$ cat config.mk
export PLATFORM = sky130hd
export DESIGN_NAME = look_up_key_arb
export DESIGN_NICKNAME = d
export VERILOG_FILES = /design/src/rtl/look_up_key_arb.sv
export SDC_FILE = /design/constraint.sdc
export NUM_CORES = 1
export LEC_CHECK = 0
export ABC_CLOCK_PERIOD_IN_PS = 7260
export CAP_MARGIN = 20
export CELL_PAD_IN_SITES_DETAIL_PLACEMENT = 0
export CELL_PAD_IN_SITES_GLOBAL_PLACEMENT = 1
export CORE_AREA = 10 10 266 268
export DETAILED_ROUTE_END_ITERATION = 10
export DIE_AREA = 0 0 276 278
export PLACE_DENSITY = 0.51
export RECOVER_POWER = 100
export SLEW_MARGIN = 20
export SYNTH_ARGS = -nofsm -noshare
export SYNTH_HDL_FRONTEND = slang
export SYNTH_SLANG_ARGS = --single-unit
$ cat constraint.sdc
create_clock -name i_clk -period 7.26 [get_ports i_clk]
set_input_delay 0.726 -clock i_clk [delete_from_list [all_inputs] [get_ports i_clk]]
set_output_delay 0.726 -clock i_clk [all_outputs]
set_load 0.05 [all_outputs]
$ cat src/rtl/look_up_key_arb.sv
// ---------------------------------------------------------------------------
// look_up_key_arb
//
// Round-robin arbiter that lets PORT_NUM switch ports share one MAC lookup
// engine. Only one lookup is in flight at a time. A port's key is captured
// when it wins a grant. The key is issued to the lookup manager for one
// cycle, and the lookup result is returned to that port only.
//
// Handshakes:
//   key side    - a port raises i_port_key_vld[p] and holds it until it sees
//                 o_port_key_rdy[p]. The key is taken on the rising edge that
//                 ends the rdy cycle. rdy is one-hot and lasts one cycle. A
//                 port that drops vld before it is granted is never served.
//   lookup side - o_dmac_vld/o_smac_vld pulse together for one cycle. There is
//                 no back-pressure. The key fields stay stable until the next
//                 grant.
//   result side - i_tx_port_vld is a one-cycle strobe. It is honoured only
//                 while a lookup is outstanding (WAIT). The result comes back
//                 as one-cycle one-hot o_port_tx_port_vld with o_port_tx_port.
//
// Ports:
//   i_clk, i_rst             clock, asynchronous active-high reset
//   i_port_key_vld/_rdy      per-port request / grant pulse
//   i_port_vlan_id, i_port_{dmac,smac}_hash_key, i_port_{dmac,smac}
//                            per-port key fields; slice p belongs to port p
//   o_vlan_id, o_dmac_port, o_{dmac,smac}_hash_key, o_{dmac,smac},
//   o_dmac_vld, o_smac_vld   key issued to the lookup manager
//   i_tx_port, i_tx_port_vld lookup result; MSB set = local MAC
//   o_port_tx_port(_vld)     result returned to the requesting port
//   o_timeout_cnt            number of lookups that ended by timeout
//   o_state                  current FSM state (debug observation)
//
// Configuration macro: LOOK_UP_TIMEOUT_EN
//   When defined, a lookup that gets no result within TIMEOUT_CYC cycles of
//   entering WAIT returns the flood result {1'b0, ~o_dmac_port}. It also
//   bumps o_timeout_cnt, which saturates. When undefined, WAIT has no time
//   limit and o_timeout_cnt is always 0.
// ---------------------------------------------------------------------------
module look_up_key_arb #(
  parameter int HASH_DATA_WIDTH = 12,
  parameter int PORT_NUM        = 4,
  parameter int TIMEOUT_CYC     = 64
) (
  input  logic                              i_clk,
  input  logic                              i_rst,
  input  logic [PORT_NUM-1:0]               i_port_key_vld,
  output logic [PORT_NUM-1:0]               o_port_key_rdy,
  input  logic [PORT_NUM*12-1:0]            i_port_vlan_id,
  input  logic [PORT_NUM*HASH_DATA_WIDTH-1:0] i_port_dmac_hash_key,
  input  logic [PORT_NUM*HASH_DATA_WIDTH-1:0] i_port_smac_hash_key,
  input  logic [PORT_NUM*48-1:0]            i_port_dmac,
  input  logic [PORT_NUM*48-1:0]            i_port_smac,
  output logic [11:0]                       o_vlan_id,
  output logic [PORT_NUM-1:0]               o_dmac_port,
  output logic [HASH_DATA_WIDTH-1:0]        o_dmac_hash_key,
  output logic [47:0]                       o_dmac,
  output logic                              o_dmac_vld,
  output logic [HASH_DATA_WIDTH-1:0]        o_smac_hash_key,
  output logic [47:0]                       o_smac,
  output logic                              o_smac_vld,
  input  logic [PORT_NUM:0]                 i_tx_port,
  input  logic                              i_tx_port_vld,
  output logic [PORT_NUM:0]                 o_port_tx_port,
  output logic [PORT_NUM-1:0]               o_port_tx_port_vld,
  output logic [15:0]                       o_timeout_cnt,
  output logic [1:0]                        o_state
);

  localparam int PTR_W = (PORT_NUM > 1) ? $clog2(PORT_NUM) : 1;
  localparam logic [PTR_W-1:0] LAST_PORT = PTR_W'(PORT_NUM - 1);

  // Reject configurations the pointer arithmetic cannot handle.
  if (PORT_NUM < 2 || TIMEOUT_CYC < 1) begin : g_cfg_check
    $error("look_up_key_arb: PORT_NUM must be >= 2 and TIMEOUT_CYC >= 1");
  end

  typedef enum logic [1:0] {
    S_IDLE   = 2'd0,
    S_ISSUE  = 2'd1,
    S_WAIT   = 2'd2,
    S_RETURN = 2'd3
  } state_t;

  state_t              state;
  state_t              state_next;
  logic [PTR_W-1:0]    rr_ptr;
  logic [PTR_W-1:0]    grant_idx;
  logic [PTR_W-1:0]    grant_q;
  logic [PORT_NUM-1:0] grant_oh;
  logic                grant_found;
  logic                expire;
  int                  cand;

  // Round-robin search: the first requesting port at or after rr_ptr wins.
  // The search wraps from PORT_NUM-1 back to 0.
  always_comb begin
    grant_found = 1'b0;
    grant_idx   = '0;
    cand        = 0;
    for (int i = 0; i < PORT_NUM; i++) begin
      cand = int'(rr_ptr) + i;
      if (cand >= PORT_NUM) cand = cand - PORT_NUM;
      if (!grant_found && i_port_key_vld[PTR_W'(cand)]) begin
        grant_found = 1'b1;
        grant_idx   = PTR_W'(cand);
      end
    end
  end

  always_comb begin
    grant_oh            = '0;
    grant_oh[grant_idx] = grant_found;
  end

  // ---- FSM: state register ----
  always_ff @(posedge i_clk or posedge i_rst) begin
    if (i_rst) state <= S_IDLE;
    else       state <= state_next;
  end

  // ---- FSM: next state ----
  always_comb begin
    state_next = state;
    case (state)
      S_IDLE:   if (grant_found) state_next = S_ISSUE;
      S_ISSUE:  state_next = S_WAIT;
      S_WAIT:   if (i_tx_port_vld || expire) state_next = S_RETURN;
      S_RETURN: state_next = S_IDLE;
      default:  state_next = S_IDLE;
    endcase
  end

  // ---- FSM: outputs ----
  // rdy depends on the live request vector, so it is also gated by reset.
  // That keeps every output at 0 while reset is held.
  always_comb begin
    o_port_key_rdy     = (state == S_IDLE && !i_rst) ? grant_oh : '0;
    o_dmac_vld         = (state == S_ISSUE);
    o_smac_vld         = (state == S_ISSUE);
    o_port_tx_port_vld = (state == S_RETURN) ? o_dmac_port : '0;
    o_state            = state;
  end

  // ---- Key capture, result capture, round-robin pointer ----
  always_ff @(posedge i_clk or posedge i_rst) begin
    if (i_rst) begin
      rr_ptr          <= '0;
      grant_q         <= '0;
      o_dmac_port     <= '0;
      o_vlan_id       <= '0;
      o_dmac_hash_key <= '0;
      o_smac_hash_key <= '0;
      o_dmac          <= '0;
      o_smac          <= '0;
      o_port_tx_port  <= '0;
    end else begin
      if (state == S_IDLE && grant_found) begin
        grant_q         <= grant_idx;
        o_dmac_port     <= grant_oh;
        o_vlan_id       <= i_port_vlan_id[grant_idx*12 +: 12];
        o_dmac_hash_key <= i_port_dmac_hash_key[grant_idx*HASH_DATA_WIDTH +: HASH_DATA_WIDTH];
        o_smac_hash_key <= i_port_smac_hash_key[grant_idx*HASH_DATA_WIDTH +: HASH_DATA_WIDTH];
        o_dmac          <= i_port_dmac[grant_idx*48 +: 48];
        o_smac          <= i_port_smac[grant_idx*48 +: 48];
      end
      // A real result beats a timeout that expires in the same cycle.
      if (state == S_WAIT && i_tx_port_vld) begin
        o_port_tx_port <= i_tx_port;
      end else if (expire) begin
        o_port_tx_port <= {1'b0, ~o_dmac_port};
      end
      if (state == S_RETURN) begin
        rr_ptr <= (grant_q == LAST_PORT) ? '0 : grant_q + 1'b1;
      end
    end
  end

`ifdef LOOK_UP_TIMEOUT_EN
  localparam int TMR_W = $clog2(TIMEOUT_CYC + 1);
  localparam logic [TMR_W-1:0] TMR_LIMIT = TMR_W'(TIMEOUT_CYC);

  logic [TMR_W-1:0] wait_tmr;

  // WAIT is only ever entered from ISSUE, so clearing the timer in ISSUE
  // clears it on every entry to WAIT.
  always_ff @(posedge i_clk or posedge i_rst) begin
    if (i_rst) begin
      wait_tmr <= '0;
    end else if (state == S_ISSUE) begin
      wait_tmr <= '0;
    end else if (state == S_WAIT && wait_tmr != TMR_LIMIT) begin
      wait_tmr <= wait_tmr + 1'b1;
    end
  end

  assign expire = (state == S_WAIT) && (wait_tmr == TMR_LIMIT);

  always_ff @(posedge i_clk or posedge i_rst) begin
    if (i_rst) begin
      o_timeout_cnt <= '0;
    end else if (expire && !i_tx_port_vld && o_timeout_cnt != 16'hFFFF) begin
      o_timeout_cnt <= o_timeout_cnt + 1'b1;
    end
  end
`else
  assign expire        = 1'b0;
  assign o_timeout_cnt = '0;
`endif

endmodule

======== After elaboration in Yosys (flattened, before gate mapping) ========
Cells that the tools add are included.
cells by class
  reduce and logical (&&, ||, !) cells .... 13
  shift operators ......................... 5
  equality and inequality tests ........... 6
  $mul .................................... 2
  magnitude comparators ................... 10
  bitwise gates (word level) .............. 1
  add/subtract/negate cells ............... 8
  multiplexer cells ....................... 32
operators by type and width
  operator                                              number
  indexed part select 192 x 9 -> 48 bit                 2
  indexed part select 48 x 7 -> 12 bit                  3
  two-way mux 2 bit                                     11
  < comparator 2 x 4 -> 1 bit (second input constant)   4
  two-way mux 1 bit                                     13
  >= comparator 3 bit (second input constant)           3
  binary-select mux 1 bit (select 2 bit)                4
  multiplier 2 x 2 -> 4 bit (second input constant)     2
  two-way mux 4 bit                                     2
  one-hot mux 2 bit (4 select lines)                    1
  subtractor 2 x 1 -> 2 bit (second input constant)     4
  logical AND 1 bit                                     7
  adder 2 x 2 -> 3 bit (second input constant)          2
  equality test 2 bit (second input constant)           3
  bitwise AND 4 bit                                     1
  zero test 1 bit                                       4
  != test 2 bit (second input constant)                 2
  adder 2 x 1 -> 3 bit (second input constant)          1
  >= comparator 2 x 3 -> 1 bit (second input constant)  1
  < comparator 2 x 3 -> 1 bit (second input constant)   1
  adder 2 x 1 -> 2 bit (second input constant)          1
  demux 1 bit (select 2 bit)                            1
  equality test 2 x 1 -> 1 bit (second input constant)  1
  >= comparator 2 x 1 -> 1 bit (second input constant)  1
  other kinds (2)                                       2
storage, ports and cells
  register bits ........................... 147
  output and inout port bits .............. 169

======== Longest topological paths before layout ========
  word-level depth ........................ 21
  depth in mapped cells ................... 10

======== Worst setup path before layout ========
Ideal clock, no wire load.
  kind .................................... input port to output port
  start point ............................. input port i_rst
  end point ............................... output port o_port_key_rdy[2]
  data arrival time ....................... 4.721 ns
  buffers on the path ..................... 0
  slack ................................... 1.813 ns
  data required time ...................... 6.534 ns
  stages on the path ...................... 2
  cells stage by stage .................... inv_1 and4_1
on the way
  word-level cells in the longest chain between the ends .. 3
RTL lines
  item                              line  source
  start, declared                   45    input logic i_rst,
  zero test 1 bit (no source line)  -
  logical AND 1 bit                 137   o_port_key_rdy = (state == S_IDLE && !i_rst) ? grant_oh : '0;
  two-way mux 4 bit                 137
  end, declared                     47    output logic [PORT_NUM-1:0] o_port_key_rdy,
No other way between the ends.

======== Final worst setup path ========
  start point ............................. input port i_port_key_vld[0]
  end point ............................... output port o_port_key_rdy[2]
on the way
  word-level cells in the longest chain between the ends .. 19
  elaborated cells on any way between the ends .. 33
RTL lines
  item                                                                                               line  source
  start, declared                                                                                    46    input logic [PORT_NUM-1:0] i_port_key_vld,
  binary-select mux 1 bit (select 2 bit)                                                             103   if (!grant_found && i_port_key_vld[PTR_W'(cand)]) begin
  two-way mux 1 bit (implied by the code) (2 in series)                                              103
  two-way mux 1 bit                                                                                  103
  zero test 1 bit                                                                                    103
  logical AND 1 bit                                                                                  103
  two-way mux 1 bit                                                                                  103
  zero test 1 bit                                                                                    103
  logical AND 1 bit                                                                                  103
  [2 not listed]                                                                                     -
  logical AND 1 bit                                                                                  103
  two-way mux 2 bit                                                                                  103
  < comparator 2 x 3 -> 1 bit (implied by the code) or >= comparator 2 x 1 -> 1 bit (tied branches)  112   grant_oh[grant_idx] = grant_found;
  logical AND 1 bit (implied by the code)                                                            112
  two-way mux 1 bit (implied by the code)                                                            112
  demux 1 bit (select 2 bit)                                                                         112
  bitwise AND 4 bit (no source line) *                                                               -
  two-way mux 4 bit *                                                                                137
Every way passes the cells marked *; elsewhere a longest branch is shown, timed or not. The select of a mux whose other input is x is not followed.

==> reports/metrics.csv <==
stage;metric;value;unit
critical_path;cell-by-cell trace of the critical path;dlygate4sd3_1, mux2i_1, nor2_4, clkbuf_1, or3_4, and4_1, clkdlybuf4s50_1;
clock_network;CTS sink cnt;147;
sta;max-slew violation count;196;
sta;worst rel slew slack;-76.0;%
synthesis;number of flip-flops and latches in the synthesized netlist;147;
clock_network;insertion delay to the later sink of the worst-skew pair;0.48;ns
die;initial standard-cell utilization of the core;13.7;%
detailed_routing;wire length reported by the detailed router;60900;um
critical_path;type of element launching the critical path;primary input;
clock_network;CTS max path bufs;2;
clock_network;Clock Pin Slew Worst Setup and Hold Paths;0.06;ns
die;DIE AREA;0.0767;mm^2
critical_path;highest net fanout along the worst path;55;
global_route;first-pass GRT wire length;87200;um
clock_network;post-CTS sizing;0;
sta;Final min period;5.89;ns
sta;least setup slack across all paths after layout;1.37;ns
global_route;number of antenna violations at the first check in global routing;6;
global_route;largest net degree at the start of global routing;135;
synthesis;fraction of the yosys area taken by sequential cells;41.0;%
global_route;All-Layer GR Usage;15.2;%
placed_design;routability congestion estimate;0.837;
clock_network;count of hold buffers inserted by post-cts repair;0;
finish;fin nets;2170;
clock_network;CTS tree;built;
detailed_routing;number of DRC markers in iteration 0;563;
sta;Final period util;81.1;%
sta;top achievable clock speed;0.170;GHz
synthesis;mean area per synthesized cell;8.83;um^2
die;ports placed on the boundary;709;
critical_path;Critical Path Max Stage Delay;1.36;ns
clock_network;TritonCTS Buffers;17;
power_and_ir_drop;Power per Cell Area;418;mW/mm^2
sta;final setup skew;0.0115;ns
sta;setup TNS;0;ns
detailed_routing;count of nets left with antenna violations after detail routing;0;
synthesis;Post-Syn Instances;1017;
sta;count of endpoints failing setup in the final report;0;
clock_network;post-CTS setup buffer count;0;
critical_path;Worst path slowest cell;sky130_fd_sc_hd__clkbuf_1;
placed_design;worst setup slack after placement;2.42;ns
finish;Fillers;7080;
detailed_routing;drc violations;0;
finish;layout cell share with drive strength beyond 1;3.97;%
placed_design;count of buffers from port buffering;692;
worst_hold_path;class of the tightest hold or removal check;register to register;
critical_path;Arrival @ worst endpoint;5.16;ns
power_and_ir_drop;Worst IR Drop VDD;0.257;mV
finish;area grow syn2layout;90.6;%
synthesis;Netlist cell types;40;
global_route;total overflow reported by the global router;0;
placed_design;hpwl dp;47400;um
die;number of rows created at floorplan;94;
clock_network;maximum level of the CTS H-tree;4;
sta;hold violation total from the final report;0;
status;violated checks;capacitance limit, slew limit;
synthesis;number of warnings reported in the yosys synthesis log;0;
die;area of the core;0.0654;mm^2
global_route;number of global-route vias before repair;11800;
critical_path;reg2reg start;rr_ptr[1];
critical_path;classification of the worst setup path;primary input to output pin;
flow_run;number of maximum-capacitance constraint violations;5;
clock_network;root buffer cell;sky130_fd_sc_hd__clkbuf_16;
status;result of the run;finished with violations;
critical_path;element type at the critical path end;output pin;
sta;worst-margin pin slew;2.64;ns
worst_hold_path;source of the worst hold timing path;grant_q[1];
synthesis;netlist area before placement;0.00898;mm^2
power_and_ir_drop;leak pwr;6.09;nW
die;Die Span Y;278;um
critical_path;critical path launch point;i_port_key_vld[0];
detailed_routing;number of vias after detailed routing;11000;
die;Die X-Extent;276;um
detailed_routing;DR WL/cell;24.4;um
critical_path;critical path required time;6.53;ns
sta;setup repair after global routing missed its margin;no;
detailed_routing;Detailed Routing Iterations Pass 1;5;
detailed_routing;via count normalized by instance count;4.40;
==> worst max-delay path, delay by kind of cell <==
| kind | cells | cell delay, ns |
|---|---|---|
| AND/OR/NAND/NOR | 3 | 1.31 |
| multiplexers | 1 | 0.17 |
| buffers and inverters | 3 | 2.91 |
==> kinds of logic (layout without fill, tap and decap cells) <==
family	Yosys count	after routing	synth area share, %
simple gates	399	399	21.9
compound gates	280	280	23.8
flops	147	147	41.0
buf+inv	142	747	7.66
mux	42	42	4.78
fa+ha+maj	6	6	0.836
other cells	1	18	0.0418
==> cells in the final DEF, fill, tap and decap left out, types with 2 or more instances in the layout <==
cell type,Yosys,routed
sky130_fd_sc_hd__inv_1,4,3
sky130_fd_sc_hd__mux2i_1,35,35
sky130_fd_sc_hd__a211oi_2,9,4
sky130_fd_sc_hd__inv_6,0,3
sky130_fd_sc_hd__o21ai_0,6,7
sky130_fd_sc_hd__clkinvlp_4,0,2
sky130_fd_sc_hd__nor2_1,135,134
sky130_fd_sc_hd__diode_2,0,2
sky130_fd_sc_hd__and2_1,5,4
sky130_fd_sc_hd__nand3_1,197,196
sky130_fd_sc_hd__mux2_2,7,7
sky130_fd_sc_hd__nand2_1,14,14
sky130_fd_sc_hd__a31oi_1,98,98
sky130_fd_sc_hd__dlygate4sd3_1,0,155
sky130_fd_sc_hd__nor2_4,0,2
sky130_fd_sc_hd__and3_1,3,3
sky130_fd_sc_hd__conb_1,1,16
sky130_fd_sc_hd__clkdlybuf4s50_1,0,537
sky130_fd_sc_hd__clkinv_2,0,4
sky130_fd_sc_hd__nor4b_1,34,34
sky130_fd_sc_hd__clkbuf_1,73,7
sky130_fd_sc_hd__buf_4,23,12
sky130_fd_sc_hd__dfrtp_1,147,147
sky130_fd_sc_hd__a211oi_1,59,64
sky130_fd_sc_hd__clkbuf_16,0,17
sky130_fd_sc_hd__a221oi_1,98,98
sky130_fd_sc_hd__a21oi_1,2,2
sky130_fd_sc_hd__and4_1,2,2
sky130_fd_sc_hd__ha_1,6,6
sky130_fd_sc_hd__bufinv_16,0,2
==> state kept, by name, summed over array words and instances, names as in the netlist <==
signal	flops
grant_q	2
o_dmac	48
o_dmac_hash_key	12
o_dmac_port	4
o_port_tx_port	5
o_smac	48
o_smac_hash_key	12
o_state	2
o_vlan_id	12
rr_ptr	2
==> cell usage after synthesis <==
cell                         n  area share (%)
sky130_fd_sc_hd__nor2_2      1           0.070
sky130_fd_sc_hd__and3_1      3            0.21
sky130_fd_sc_hd__a21o_1      1           0.084
sky130_fd_sc_hd__a211oi_2    9             1.3
sky130_fd_sc_hd__o21ai_0     6            0.33
sky130_fd_sc_hd__a21oi_1     2            0.11
sky130_fd_sc_hd__a221oi_1   98             9.6
sky130_fd_sc_hd__o221ai_2    1            0.17
sky130_fd_sc_hd__inv_2       1           0.042
sky130_fd_sc_hd__buf_1       1           0.042
sky130_fd_sc_hd__nand4_1     1           0.070
sky130_fd_sc_hd__mux2i_1    35             3.9
sky130_fd_sc_hd__mux2_2      7            0.88
sky130_fd_sc_hd__o211a_1     1            0.11
sky130_fd_sc_hd__nor4_1      1           0.070
sky130_fd_sc_hd__nand2_1    14            0.59
sky130_fd_sc_hd__o32a_1      1            0.11
sky130_fd_sc_hd__or3_1       2            0.14
sky130_fd_sc_hd__nor3_1      1           0.056
sky130_fd_sc_hd__a31oi_1    98             6.8
sky130_fd_sc_hd__a21boi_0    1           0.084
sky130_fd_sc_hd__dfrtp_1   147              41
sky130_fd_sc_hd__nand2b_1    1           0.070
sky130_fd_sc_hd__buf_4      23             1.9
sky130_fd_sc_hd__and4_1      2            0.20
sky130_fd_sc_hd__clkbuf_1   73             3.1
sky130_fd_sc_hd__conb_1      1           0.042
sky130_fd_sc_hd__a211oi_1   59             4.9
sky130_fd_sc_hd__buf_2      37             2.1
sky130_fd_sc_hd__o22a_1      1           0.098
sky130_fd_sc_hd__nor4b_1    34             3.3
sky130_fd_sc_hd__nor2b_1     2            0.14
sky130_fd_sc_hd__nor2_1    135             5.6
sky130_fd_sc_hd__a21oi_2     1           0.098
sky130_fd_sc_hd__nand3_1   197              11
sky130_fd_sc_hd__ha_1        6            0.84
sky130_fd_sc_hd__and2_1      5            0.35
sky130_fd_sc_hd__buf_6       3            0.38
sky130_fd_sc_hd__inv_1       4            0.17
sky130_fd_sc_hd__o21ai_1     1           0.056
==> power by group <==
group	internal [mW]	switching (mW)	leakage (nW)	total [mW]
Clock	0.506	0.418	0.275	0.924
Sequential	1.25	0.235	1.66	1.49
Combinational	1.47	3.28	4.16	4.75
Total	3.22	3.93	6.09	7.16
==> worst paths after layout <==
path | end | slack (ns) | cells past startpoint
setup / recovery | o_port_key_rdy[2] | 1.37 | 7
hold / removal | grant_q[1] | 0.50 | 2
setup reg to reg | o_dmac[16] | 2.38 | 7
hold reg to reg | grant_q[1] | 0.50 | 2
max in group asynchronous | o_smac[0] | 2.56 | 5
min in group asynchronous | o_dmac_hash_key[10] | 1.13 | 2
==> metrics by stage <==
| stage | std cells | utilization, % | total power, mW | hold WS (ns) | instance area (um^2) |
|---|---|---|---|---|---|
| after global routing | 2503 | 26.2 | 7.61 | 0.520 | 17100 |
| after global placement | 2469 | 25.4 | 6.49 | 0.473 | 16600 |
| final | 2503 | 26.2 | 7.16 | 0.496 | 17100 |
| after floorplan | 1032 | - | 4.57 | 0.451 | 9040 |
| after detailed placement | 2469 | 25.4 | 6.52 | 0.482 | 16600 |
| after CTS | 2501 | 26.3 | 7.49 | 0.503 | 17200 |
==> area by class of cell <==
cell class                      count  area (um^2)  area share [%]
Antenna cell                        2         5.00          0.0292
Tap cell                          864         1080            6.32
Inverter                            5         20.0           0.117
Clock buffer                       20          437            2.55
Clock inverter                     12          130           0.760
Multi-Input combinational cell    743         4700            27.5
Timing Repair Buffer              710         7060            41.2
Sequential cell                   147         3680            21.5
==> per-layer routing <==
metal	wire length [um]	vias to the layer above	global-route usage (%)
met5	41	-	0
met4	1150	6	4.57
met3	5210	43	6.15
met2	31400	497	27.0
met1	23200	5357	16.3
li1	-	5119	-
Power figures use the tool's default switching activity.
